$ cat src/rtl/mem_copy_ctrl_if.sv
// Request/memory bus for mem_copy_ctrl.
//   slave  : controller side (takes the request, drives the memory ports).
//   master : requester / memory-model side.
// Request: start, mode, src, dst, len.
// Memory : addr/addr2/write_data/MemRead/MemWrite out, read_data/read_data2 in
//          (both reads combinational from their addresses).
// Status : busy, done, err, mism_cnt, first_mism.
interface mem_copy_ctrl_if #(
  parameter int AW = 5,
  parameter int DW = 32
);
  logic          start;
  logic          mode;
  logic [AW-1:0] src;
  logic [AW-1:0] dst;
  logic [5:0]    len;
  logic [AW-1:0] addr;
  logic [AW-1:0] addr2;
  logic [DW-1:0] write_data;
  logic          MemRead;
  logic          MemWrite;
  logic [DW-1:0] read_data;
  logic [DW-1:0] read_data2;
  logic          busy;
  logic          done;
  logic          err;
  logic [5:0]    mism_cnt;
  logic [AW-1:0] first_mism;

  modport slave (
    input  start, mode, src, dst, len, read_data, read_data2,
    output addr, addr2, write_data, MemRead, MemWrite,
           busy, done, err, mism_cnt, first_mism
  );

  modport master (
    output start, mode, src, dst, len, read_data, read_data2,
    input  addr, addr2, write_data, MemRead, MemWrite,
           busy, done, err, mism_cnt, first_mism
  );
endinterface

$ cat src/rtl/mem_copy_ctrl.sv
// Word-by-word memory copy / compare controller.
//   clk, rst : rising-edge clock, asynchronous active-high reset.
//   bus      : mem_copy_ctrl_if.slave (request in, memory ports out, status).
// Copy   : RD(src+i) -> WR(dst+i) per word, 2*len+1 cycles start to done.
// Compare: one CMP cycle per word reading both ports, len+1 cycles.
// Every output is a flop, or a decode of flops, so reset clears them
// without waiting for a clock edge.
module mem_copy_ctrl #(
  parameter int AW = 5,
  parameter int DW = 32
) (
  input  logic           clk,
  input  logic           rst,
  mem_copy_ctrl_if.slave bus
);
  typedef enum logic [2:0] {IDLE, RD, WR, CMP, DONE} state_t;

  state_t        state_q;
  logic [AW-1:0] src_q, dst_q, addr_q, addr2_q, first_q;
  logic [5:0]    len_q, i_q, mism_q;
  logic [DW-1:0] hold_q;
  logic          rd_q, wr_q, busy_q, done_q, err_q;

  logic [5:0]    i_nxt;
  logic          more;

  assign i_nxt = i_q + 6'd1;
  assign more  = i_nxt < len_q;

  // mode is not kept: it only selects RD vs CMP on entry.
  always_ff @(posedge clk or posedge rst) begin
    if (rst) begin
      state_q <= IDLE;
      src_q   <= '0;
      dst_q   <= '0;
      len_q   <= '0;
      i_q     <= '0;
      hold_q  <= '0;
      addr_q  <= '0;
      addr2_q <= '0;
      mism_q  <= '0;
      first_q <= '0;
      rd_q    <= 1'b0;
      wr_q    <= 1'b0;
      busy_q  <= 1'b0;
      done_q  <= 1'b0;
      err_q   <= 1'b0;
    end else begin
      // Memory enables, addresses and pulses default low; each state sets
      // up the outputs of the state it hands over to.
      rd_q    <= 1'b0;
      wr_q    <= 1'b0;
      done_q  <= 1'b0;
      err_q   <= 1'b0;
      addr_q  <= '0;
      addr2_q <= '0;
      case (state_q)
        IDLE: begin
          busy_q <= 1'b0;
          if (bus.start) begin
            if (bus.len > 6'd32) begin
              err_q <= 1'b1;
            end else if (bus.len == 6'd0) begin
              state_q <= DONE;
              busy_q  <= 1'b1;
              done_q  <= 1'b1;
            end else begin
              src_q   <= bus.src;
              dst_q   <= bus.dst;
              len_q   <= bus.len;
              i_q     <= '0;
              mism_q  <= '0;
              first_q <= '0;
              busy_q  <= 1'b1;
              rd_q    <= 1'b1;
              addr_q  <= bus.src;
              if (bus.mode) begin
                state_q <= CMP;
                addr2_q <= bus.dst;
              end else begin
                state_q <= RD;
              end
            end
          end
        end
        RD: begin
          hold_q  <= bus.read_data;
          wr_q    <= 1'b1;
          addr_q  <= dst_q + AW'(i_q);
          state_q <= WR;
        end
        WR: begin
          i_q <= i_nxt;
          if (more) begin
            state_q <= RD;
            rd_q    <= 1'b1;
            addr_q  <= src_q + AW'(i_nxt);
          end else begin
            state_q <= DONE;
            done_q  <= 1'b1;
          end
        end
        CMP: begin
          if (bus.read_data != bus.read_data2) begin
            mism_q <= mism_q + 6'd1;
            if (mism_q == 6'd0) first_q <= AW'(i_q);
          end
          i_q <= i_nxt;
          if (more) begin
            rd_q    <= 1'b1;
            addr_q  <= src_q + AW'(i_nxt);
            addr2_q <= dst_q + AW'(i_nxt);
          end else begin
            state_q <= DONE;
            done_q  <= 1'b1;
          end
        end
        DONE: begin
          state_q <= IDLE;
          busy_q  <= 1'b0;
        end
        default: begin
          state_q <= IDLE;
          busy_q  <= 1'b0;
        end
      endcase
    end
  end

  assign bus.addr       = addr_q;
  assign bus.addr2      = addr2_q;
  assign bus.write_data = (state_q == WR) ? hold_q : '0;
  assign bus.MemRead    = rd_q;
  assign bus.MemWrite   = wr_q;
  assign bus.busy       = busy_q;
  assign bus.done       = done_q;
  assign bus.err        = err_q;
  assign bus.mism_cnt   = mism_q;
  assign bus.first_mism = first_q;
endmodule
$ cat src/flat_wrapper.sv
// flat-port wrapper written by rule: the top's interface ports become plain ports
module mem_copy_ctrl_flat 
#(
  parameter int AW = 5,
  parameter int DW = 32
)
  (clk, rst, bus_start, bus_mode, bus_src, bus_dst, bus_len, bus_read_data, bus_read_data2, bus_addr, bus_addr2, bus_write_data, bus_MemRead, bus_MemWrite, bus_busy, bus_done, bus_err, bus_mism_cnt, bus_first_mism);
  mem_copy_ctrl_if #(.AW(AW), .DW(DW)) bus_i ();
  input  logic clk;
  input  logic rst;
  input wire logic [$bits(bus_i.start)-1:0] bus_start;
  input wire logic [$bits(bus_i.mode)-1:0] bus_mode;
  input wire logic [$bits(bus_i.src)-1:0] bus_src;
  input wire logic [$bits(bus_i.dst)-1:0] bus_dst;
  input wire logic [$bits(bus_i.len)-1:0] bus_len;
  input wire logic [$bits(bus_i.read_data)-1:0] bus_read_data;
  input wire logic [$bits(bus_i.read_data2)-1:0] bus_read_data2;
  output wire logic [$bits(bus_i.addr)-1:0] bus_addr;
  output wire logic [$bits(bus_i.addr2)-1:0] bus_addr2;
  output wire logic [$bits(bus_i.write_data)-1:0] bus_write_data;
  output wire logic [$bits(bus_i.MemRead)-1:0] bus_MemRead;
  output wire logic [$bits(bus_i.MemWrite)-1:0] bus_MemWrite;
  output wire logic [$bits(bus_i.busy)-1:0] bus_busy;
  output wire logic [$bits(bus_i.done)-1:0] bus_done;
  output wire logic [$bits(bus_i.err)-1:0] bus_err;
  output wire logic [$bits(bus_i.mism_cnt)-1:0] bus_mism_cnt;
  output wire logic [$bits(bus_i.first_mism)-1:0] bus_first_mism;
  assign bus_i.start = bus_start;
  assign bus_i.mode = bus_mode;
  assign bus_i.src = bus_src;
  assign bus_i.dst = bus_dst;
  assign bus_i.len = bus_len;
  assign bus_i.read_data = bus_read_data;
  assign bus_i.read_data2 = bus_read_data2;
  assign bus_addr = bus_i.addr;
  assign bus_addr2 = bus_i.addr2;
  assign bus_write_data = bus_i.write_data;
  assign bus_MemRead = bus_i.MemRead;
  assign bus_MemWrite = bus_i.MemWrite;
  assign bus_busy = bus_i.busy;
  assign bus_done = bus_i.done;
  assign bus_err = bus_i.err;
  assign bus_mism_cnt = bus_i.mism_cnt;
  assign bus_first_mism = bus_i.first_mism;
  mem_copy_ctrl #(.AW(AW), .DW(DW)) u_core (.clk(clk), .rst(rst), .bus(bus_i));
endmodule
$ cat config.mk
export PLATFORM = sky130hd
export DESIGN_NAME = mem_copy_ctrl_flat
export DESIGN_NICKNAME = d
export VERILOG_FILES = /design/src/rtl/mem_copy_ctrl_if.sv /design/src/rtl/mem_copy_ctrl.sv /design/src/flat_wrapper.sv
export SDC_FILE = /design/constraint.sdc
export NUM_CORES = 1
export LEC_CHECK = 0
export ABC_AREA = 1
export CELL_PAD_IN_SITES_DETAIL_PLACEMENT = 2
export CELL_PAD_IN_SITES_GLOBAL_PLACEMENT = 2
export CORE_UTILIZATION = 25
export CTS_BUF_LIST = sky130_fd_sc_hd__clkbuf_8
export DETAILED_ROUTE_END_ITERATION = 8
export PLACE_DENSITY_LB_ADDON = 0.1
export SLEW_MARGIN = 20
export SYNTH_ARGS = -nofsm -noshare
export SYNTH_HDL_FRONTEND = slang
export SYNTH_SLANG_ARGS = --single-unit
export TNS_END_PERCENT = 50
$ cat constraint.sdc
create_clock -name clk -period 2.5 [get_ports clk]
set_input_delay 0.5 -clock clk [delete_from_list [all_inputs] [get_ports clk]]
set_output_delay 0.5 -clock clk [all_outputs]
set_load 0.05 [all_outputs]
==> flow_summary.yaml, run 1 <==
timing:
  finalWorstSetupSlack_ns: 0.179
  finalSetupTns_ns: 0
  fin_crit_sh_pct: 92.8
  setup_viol: 0
  slew_viol_final: 0
  timing.final.crit_period_ns: 2.32
  fmax_mhz: 431
  hold_violations: 0
  fin_skew_ns: 0.0119
  max_slew_margin_pct: 48.1
  holdWs_ns: 0.480
  tightest_slew_ns: 0.771
detailed_routing:
  first_iter_violations: 145
  postRouteAntennaNets: 0
  avgRoutedWirePerCell_um: 16.6
  drc: 14
  wl_met3_um: 863
  wl_met2_um: 8390
  top_layer: "met4"
  dr.pass1.iters: 8
  vias_per_cell: 4.53
  met1_length_um: 6570
  via_count: 4362
  wl_um: 16000
global_routing:
  grt_pass1_wl_um: 25700
  antenna_found_initial: 1
  grt_pass1_vias: 4857
  overflow: 0
  track_usage_pct: 17.1
  grt_max_degree: 84
synth:
  syn_area_per_cell_um2: 8.19
  synth_ff_type: "dfrtp_1"
  synth.area.top_cells: "dfrtp_1 (44%), nand2_1 (9.5%), inv_1 (7.2%)"
  netlist-cell-type-count: 36
  synth_area_um2: 4690
  synth_fp_nets: 680
  syn-instance-count: 573
  async_flop_share_pct: 100
  synth_top_area_share_pct: 44.2
  synth_edf_count: 0
  ys_seq_area_share_pct: 44.2
  synth_commonest_cells: "nand2_1 (119), inv_1 (90), dfrtp_1 (83), nor2_1 (67), o21ai_0 (55)"
  yosys.area.top_type: "dfrtp_1"
  synth_most_common_cell: "nand2_1"
  ys_ff_latch: 83
  ys.warnings.count: 0
cts:
  cts_buffers: 9
  cts_tree: "built"
  cts-root-buf: "clkbuf_8"
  cts_htree_levels: 3
  clockBufferDepth: 2
  clock_latency_ns: 0.37
  cts_sinks: 83
  clk_pin_slew_ns: 0.09
setup_path:
  crit_required_ns: 2.76
  cp_common_cell: "nand2_1"
  start_kind: "register"
  worstRegToRegCells: 13
  critPathKind: "reg -> reg"
  end_kind: "register"
  crit_fanout: 5
  crit_arrival_ns: 2.58
  crit_slowest_cell: "dfrtp_1"
  rr_startpoint: "u_core.i_q[0]"
  crit_chain: "nand3_1 > nor2_1 > nand2_1 > xor2_2 > ha_1 > nand2_1 > nor2_1 > nor3_1 > nand2_1 > nor2_1 > inv_1 > nand4_1 > nand2_1"
  slowest_delay_ns: 0.43
  worstReg2RegEnd: "u_core.state_q[1]"
  reg2reg_setup_slack_ns: 0.18
floorplan:
  dieArea_um2: 19300
  die-width_um: 139
  rows: 49
  io_pins: 142
  initial_utilization_pct: 25.8
  die_h_um: 139
  core_um2: 18200
worst_hold_path:
  hold_start: "u_core.bus.first_mism[1]"
  min_to: "u_core.bus.first_mism[1]"
  hold_path_depth: 2
  hp-class: "reg -> reg"
cells_and_area:
  post-route-util_pct: 38.7
  area_growth_pct: 50.3
  antenna_cells: 0
  nNetsFinal: 836
  drive_gt1_share_pct: 13.1
power:
  power.density_nw_per_um2: 1160
  p_leak_nw: 3.29
  finalPower_mw: 8.18
  irDropWorstVdd_mv: 0.362
placement:
  dp_hpwl_um: 12300
  globalplace.congestion: 0.818
  pre_cts_slack_ns: -0.0335
  port-buffer-count: 141
run:
  maxCapViolations: 0
run_status:
  violations: "design-rule violations"
  status: "finished, violations left"
-- registers in the layout, summed over array words and instances, names as in the netlist --
| register | cells |
|---|---|
| u_core.i_q | 6 |
| u_core.bus.err | 1 |
| u_core.bus.MemWrite | 1 |
| u_core.src_q | 5 |
| u_core.state_q | 3 |
| u_core.bus.addr2 | 5 |
| u_core.len_q | 6 |
| u_core.bus.addr | 5 |
| u_core.bus.done | 1 |
| u_core.bus.MemRead | 1 |
| u_core.hold_q | 32 |
| u_core.bus.mism_cnt | 6 |
| u_core.dst_q | 5 |
| u_core.bus.busy | 1 |
| u_core.bus.first_mism | 5 |
-- area by class of cell --
type / instances / area (um2)
Fill cell: 2033 / 11200
Multi-Input combinational cell: 383 / 2210
Sequential cell: 83 / 2080
Timing Repair Buffer: 160 / 1920
Inverter: 92 / 349
Tap cell: 229 / 287
Clock buffer: 12 / 165
Clock inverter: 4 / 41.3
-- cell usage in the layout, fill, tap and decap left out, types with 3 or more instances in the layout --
cell type        count
fa_1                 3
o221ai_1             3
nand4_1             11
o31ai_1              5
nand3_1             13
buf_4               15
clkdlybuf4s50_1    109
nand2_1            119
nand2_2              6
inv_1               92
xnor2_1             20
o21ai_0             55
nand3_2              3
dfrtp_1             82
xor2_1              18
nor2_4               3
ha_1                20
a21oi_1              9
nor2_1              67
o21ai_2              6
clkbuf_8            12
buf_12              36
-- stage by stage --
stage	instance area, um2	instances
final	7060	963
after global placement	6830	945
after CTS	7030	961
after floorplan	4700	573
after detailed placement	6830	945
after global routing	7060	963
-- worst max-delay path by stage --
stage	start	end	slack, ns	depth (start not counted)
floorplan	u_core.i_q[1]	u_core.bus.addr[1]	0.40	11
global placement	bus_len[1]	u_core.len_q[5]	0.02	8
detailed placement	bus_len[1]	u_core.bus.first_mism[2]	-0.03	11
CTS	u_core.state_q[2]	bus_write_data[28]	0.14	5
global route	u_core.i_q[1]	u_core.state_q[1]	-0.02	13
finish	u_core.i_q[0]	u_core.state_q[1]	0.18	13
-- power breakdown --
group,switching (mW),total (mW),internal [mW],leakage [nW]
sequential,0.292,2.18,1.89,1.06
combinational,3.02,4.94,1.93,2.11
clock,0.519,1.05,0.535,0.116
total,3.83,8.18,4.35,3.29
-- routing by layer --
metal / track usage [%] / up-vias
li1: - / 2110
met1: 20.0 / 2137
met2: 31.5 / 101
met3: 2.80 / 14
met4: 5.96 / 0
met5: 0 / -
-- worst max-delay path: cells and delay by family, from the launching register on --
| family | cells | cell delay, ns |
|---|---|---|
| buf+inv | 1 | 0.12 |
| simple gates | 10 | 1.16 |
| fa+ha+maj | 1 | 0.33 |
| xor+xnor | 1 | 0.17 |
| flops | 1 | 0.43 |
-- repair_timing --
item | 4_1_cts | 5_1_grt
hold buffers | 0 | 0
endpoints found under the setup margin | 0 | 2
setup buffers | 0 | 2
gates resized for setup | 0 | 2
hold endpoints to repair | 0 | 0
-- kinds of logic after synthesis --
| logic type | synth area share [%] |
|---|---|
| AND/OR/NAND/NOR | 21.9 |
| buffers and inverters | 8.96 |
| XOR/XNOR | 7.28 |
| AO/OA/AOI/OAI | 10.6 |
| adder cells (fa/ha/maj) | 6.61 |
| multiplexers | 0.480 |
| flip-flops | 44.2 |
Note: power is estimated with default switching activity, not from simulation.
==> run 2: changes to the inputs <==
--- a/config.mk
+++ b/config.mk
@@ -8,8 +8,7 @@
 export ABC_AREA = 1
 export CELL_PAD_IN_SITES_DETAIL_PLACEMENT = 2
 export CELL_PAD_IN_SITES_GLOBAL_PLACEMENT = 2
-export CORE_UTILIZATION = 25
-export CTS_BUF_LIST = sky130_fd_sc_hd__clkbuf_8
+export CORE_UTILIZATION = 24
 export DETAILED_ROUTE_END_ITERATION = 8
 export PLACE_DENSITY_LB_ADDON = 0.1
 export SLEW_MARGIN = 20
==> flow_summary.yaml, run 2 (same netlist as run 1, synthesis figures left out) <==
power:
  power_frac_clock_pct: 15.6
  p_leak_nw: 3.31
  intPower_mw: 4.52
  power_switching_mw: 3.83
  irDropWorstVdd_mv: 0.395
  p_comb_share_pct: 58.2
  power.density_nw_per_um2: 1160
  finalPower_mw: 8.34
  p_seq_share_pct: 26.1
  p_sw_share_pct: 45.9
detailed_routing:
  vias_per_cell: 4.38
  first_iter_violations: 113
  dr.pass1.iters: 4
  avgRoutedWirePerCell_um: 16.1
  wl_um: 16000
  drc: 0
  via_count: 4349
  postRouteAntennaNets: 0
timing:
  grt_setup_unrepaired: "no"
  timing.final.crit_period_ns: 2.26
  slew_viol_final: 0
  tightest_slew_ns: 0.857
  max_slew_margin_pct: 42.4
  fmax_mhz: 443
  fin_skew_ns: 0.00619
  hold_violations: 0
  finalWorstSetupSlack_ns: 0.244
  fin_crit_sh_pct: 90.2
  finalSetupTns_ns: 0
  setup_viol: 0
cells_and_area:
  drive_gt1_share_pct: 13.4
  largest_register_ffs: 32
  area_growth_pct: 52.6
  nNetsFinal: 835
  mostFrequentLayoutCell: "nand2_1"
  nFillCells: 2138
  layout_common_cells: "nand2_1 (119), clkdlybuf4s50_1 (109), inv_1 (88)"
  post-route-util_pct: 37.8
  antenna_cells: 0
  regMostFlops: "u_core.hold_q"
setup_path:
  reg2reg_setup_slack_ns: 0.30
  worstRegToRegCells: 14
  crit_fanout: 32
  crit_arrival_ns: 1.76
  crit_required_ns: 2.00
  end_kind: "output pin"
  rr_startpoint: "u_core.i_q[0]"
  start_kind: "register"
  worstReg2RegEnd: "u_core.bus.addr[2]"
  critPathKind: "reg -> out"
cts:
  cts_htree_levels: 3
  post-cts-setup-buffers: 0
  postCtsResizedCells: 0
  cts-root-buf: "clkbuf_16"
  cts_tree: "built"
  cts_hold_buf: 0
  clock_latency_ns: 0.35
  clockBufferDepth: 2
  cts_buffers: 9
  cts_sinks: 83
  clk_pin_slew_ns: 0.06
floorplan:
  initial_utilization_pct: 24.8
  die-width_um: 142
  core_um2: 19000
  die_h_um: 142
  rows: 50
  dieArea_um2: 20100
  io_pins: 142
global_routing:
  antenna_found_initial: 0
  grt_pass1_vias: 4860
  overflow: 0
  grt_max_degree: 69
  met2_usage_pct: 31.4
  busiest_layer: "met2"
  grt_util_met3_pct: 2.97
  track_usage_pct: 16.9
  grt_pass1_wl_um: 25700
  use_met1_pct: 19.4
run:
  maxCapViolations: 0
placement:
  dp_hpwl_um: 12600
  globalplace.congestion: 0.820
  port-buffer-count: 141
  pre_cts_slack_ns: 0.0389
worst_hold_path:
  min_to: "u_core.bus.first_mism[1]"
  hp-class: "reg -> reg"
  hold_start: "u_core.bus.first_mism[1]"
  hold_path_depth: 2
run_status:
  status: "complete, no violations"
-- run 2: cell count changes in the layout (fill, tap and decap cells not counted), moves of 2 or more --
cell | before | now
clkinv_2 | 0 | 2
clkbuf_8 | 12 | 3
inv_1 | 92 | 88
clkbuf_16 | 0 | 9
nor2_2 | 1 | 3
nor2_1 | 67 | 65
-- run 2: routing by layer --
layer  wire, um  vias up
met1       6770     2128
met2       8410       96
met5          0        -
li1           -     2108
met3        586       17
met4        236        0
-- run 2: cell type report --
| cell class | count | area [um2] | share of cell area, % |
|---|---|---|---|
| tap | 260 | 325 | 4.54 |
| clock inverter | 2 | 10.0 | 0.140 |
| clock buffer | 13 | 270 | 3.77 |
| inverter | 92 | 349 | 4.87 |
| timing repair buffer | 159 | 1920 | 26.8 |
| sequential | 83 | 2080 | 29.0 |
| multi-input combinational | 383 | 2220 | 30.9 |
-- run 2: metrics by stage --
step	instances	hold WS, ns	area, um2
final	992	0.479	7160
after global routing	992	0.522	7160
after CTS	992	0.486	7150
after detailed placement	977	0.469	6870
after global placement	977	0.461	6870
after floorplan	573	0.453	4700
-- run 2: how the worst max path moves through the flow --
stage	from	to	cells after the start
detailed placement	bus_len[1]	u_core.bus.first_mism[2]	11
global route	u_core.i_q[1]	u_core.bus.addr[2]	13
CTS	u_core.i_q[0]	u_core.state_q[1]	14
finish	u_core.state_q[2]	bus_write_data[13]	5
floorplan	u_core.i_q[1]	u_core.bus.addr[1]	11
global placement	bus_len[1]	u_core.bus.first_mism[4]	11
-- run 2: power by group through the flow --
stage | Combinational, mW | Sequential (mW) | Clock (mW)
2_1_floorplan | 2.64 | 2.49 | 0
3_3_place_gp | 4.79 | 2.18 | 0
3_5_place_dp | 4.93 | 2.21 | 0
4_1_cts | 4.97 | 2.19 | 1.35
5_1_grt | 5.34 | 2.25 | 1.40
6_report | 4.86 | 2.18 | 1.30
-- run 2: critical path, cell delays in order, from the launching register on --
cell and delay, ns:
dfrtp_1 0.45, inv_1 0.12, nand3_1 0.20, buf_12 0.24
nor2_1 0.22, buf_12 0.17
==> run 3: changes to the inputs <==
--- a/config.mk
+++ b/config.mk
@@ -10,6 +10,7 @@
 export CELL_PAD_IN_SITES_GLOBAL_PLACEMENT = 2
 export CORE_UTILIZATION = 24
 export DETAILED_ROUTE_END_ITERATION = 8
+export GPL_TIMING_DRIVEN = 0
 export PLACE_DENSITY_LB_ADDON = 0.1
 export SLEW_MARGIN = 20
 export SYNTH_ARGS = -nofsm -noshare
==> flow_summary.yaml, run 3 (same netlist as run 1, synthesis figures left out) <==
timing:
  finalSetupTns_ns: 0
  grt_setup_unrepaired: "yes"
  slew_viol_final: 0
  max_slew_margin_pct: 42.1
  tightest_slew_ns: 0.861
  fmax_mhz: 414
  hold_violations: 0
  fin_crit_sh_pct: 96.7
  holdWs_ns: 0.473
  timing.final.crit_period_ns: 2.42
  finalWorstSetupSlack_ns: 0.0833
  fin_skew_ns: 0.00665
  setup_viol: 0
power:
  power_frac_clock_pct: 15.6
  p_sw_share_pct: 48.6
  p_leak_nw: 3.20
  power_switching_mw: 3.88
  finalPower_mw: 7.99
  p_seq_share_pct: 27.2
  irDropWorstVdd_mv: 0.375
  power.density_nw_per_um2: 1180
  p_comb_share_pct: 57.3
  intPower_mw: 4.11
global_routing:
  grt_max_degree: 27
  overflow: 0
  grt_pass1_vias: 5024
  antenna_found_initial: 0
  track_usage_pct: 17.4
  grt_pass1_wl_um: 26700
setup_path:
  slowest_delay_ns: 0.44
  crit_required_ns: 2.00
  path_buf_inv: 3
  end_kind: "output pin"
  worstRegToRegCells: 13
  critPathTopFamily: "buffers and inverters"
  worstReg2RegEnd: "u_core.bus.addr[4]"
  crit_chain: "inv_1 > nand3_2 > buf_2 > nor2_1 > clkdlybuf4s15_2"
  rr_startpoint: "u_core.i_q[1]"
  crit_slowest_cell: "dfrtp_1"
  crit_fanout: 10
  crit_arrival_ns: 1.92
  start_kind: "register"
  critPathKind: "reg -> out"
  reg2reg_setup_slack_ns: 0.11
cts:
  clk_pin_slew_ns: 0.06
  cts-root-buf: "clkbuf_16"
  cts_sinks: 83
  cts_tree: "built"
  cts_htree_levels: 3
  cts_hold_buf: 0
  clock_latency_ns: 0.35
  clockBufferDepth: 2
  cts_buffers: 9
cells_and_area:
  nNetsFinal: 845
  largest_register_ffs: 32
  mostFrequentLayoutCell: "nand2_1"
  nFillCells: 2179
  final_area_um2: 6800
  layout_common_cells: "nand2_1 (118), clkdlybuf4s50_1 (109), inv_1 (88)"
  area_growth_pct: 44.7
  drive_gt1_share_pct: 14.0
  antenna_cells: 0
  regMostFlops: "u_core.hold_q"
detailed_routing:
  dr.pass1.iters: 4
  avgRoutedWirePerCell_um: 16.6
  via_count: 4424
  drc: 0
  first_iter_violations: 95
  wl_um: 16600
  vias_per_cell: 4.41
  postRouteAntennaNets: 0
worst_hold_path:
  hold_start: "u_core.bus.first_mism[0]"
  hp-class: "reg -> reg"
  hold_path_depth: 2
  min_to: "u_core.bus.first_mism[0]"
floorplan:
  initial_utilization_pct: 24.8
  io_pins: 142
  rows: 50
  core_um2: 19000
  die_h_um: 142
  die-width_um: 142
  dieArea_um2: 20100
run:
  maxCapViolations: 0
run_status:
  status: "complete, no violations"
placement:
  globalplace.congestion: 0.757
  placed_cell_area_um2: 6490
  port-buffer-count: 141
  dp_hpwl_um: 12900
  pre_cts_slack_ns: -0.298
==> run 3: timing repair <==
| action | CTS | global route |
|---|---|---|
| pin swaps | 1 | 3 |
| endpoints found under the setup margin | 45 | 33 |
| gates resized for setup | 119 | 32 |
| setup buffers | 1 | 9 |
==> run 3: final cells by class <==
type	instances	area, um2	area share [%]
plain buffers	15	78.8	1.16
clock inverters	6	32.5	0.479
flip-flops and latches	83	2080	30.6
multi-input cells	383	2230	32.8
inverters	92	349	5.14
clock buffers	10	229	3.37
well taps	260	325	4.79
repair buffers	154	1470	21.6
==> run 3: stage by stage <==
| stage | cells | util (%) |
|---|---|---|
| global route | 1003 | 35.8 |
| floorplan | 573 | - |
| CTS | 994 | 35.9 |
| global placement | 974 | 33.9 |
| finish | 1003 | 35.8 |
| detailed placement | 977 | 34.3 |
==> run 3: power groups by stage <==
stage,clock [mW],sequential (mW),combinational [mW]
after floorplan,0,2.49,2.64
after CTS,1.29,2.19,4.56
after global placement,0,2.18,4.34
after global routing,1.34,2.23,5.07
after detailed placement,0,2.21,4.49
final,1.24,2.17,4.58
==> run 3: metal layers <==
| metal | global-route usage [%] | vias to the layer above | share of wire, % |
|---|---|---|---|
| met2 | 31.8 | 90 | 52 |
| met4 | 5.26 | 0 | 1.0 |
| met3 | 2.40 | 11 | 3.0 |
| met1 | 21.1 | 2196 | 44 |
| met5 | 0 | - | 0 |
| li1 | - | 2127 | - |
==> run 3: worst max path at each step <==
stage / start / to / slack [ns] / cells past startpoint
global placement: u_core.i_q[1] / u_core.bus.addr[4] / -0.26 / 11
detailed placement: u_core.i_q[1] / u_core.bus.addr[4] / -0.30 / 11
CTS: u_core.state_q[2] / bus_write_data[1] / 0.00009 / 5
global route: u_core.state_q[2] / bus_write_data[19] / -0.007 / 5
floorplan: u_core.i_q[1] / u_core.bus.addr[1] / 0.40 / 11
finish: u_core.state_q[2] / bus_write_data[9] / 0.08 / 5
==> run 3: worst register-to-register path: stages (launching register included) <==
cell	delay [ns]
dfrtp_2	0.41
nand3_1	0.12
nor2_1	0.15
inv_1	0.07
nand2_1	0.09
inv_1	0.13
ha_1	0.34
a21oi_1	0.15
nor2_1	0.05
nor3_1	0.20
nand2_2	0.15
nor2_4	0.15
inv_1	0.09
o21bai_1	0.20
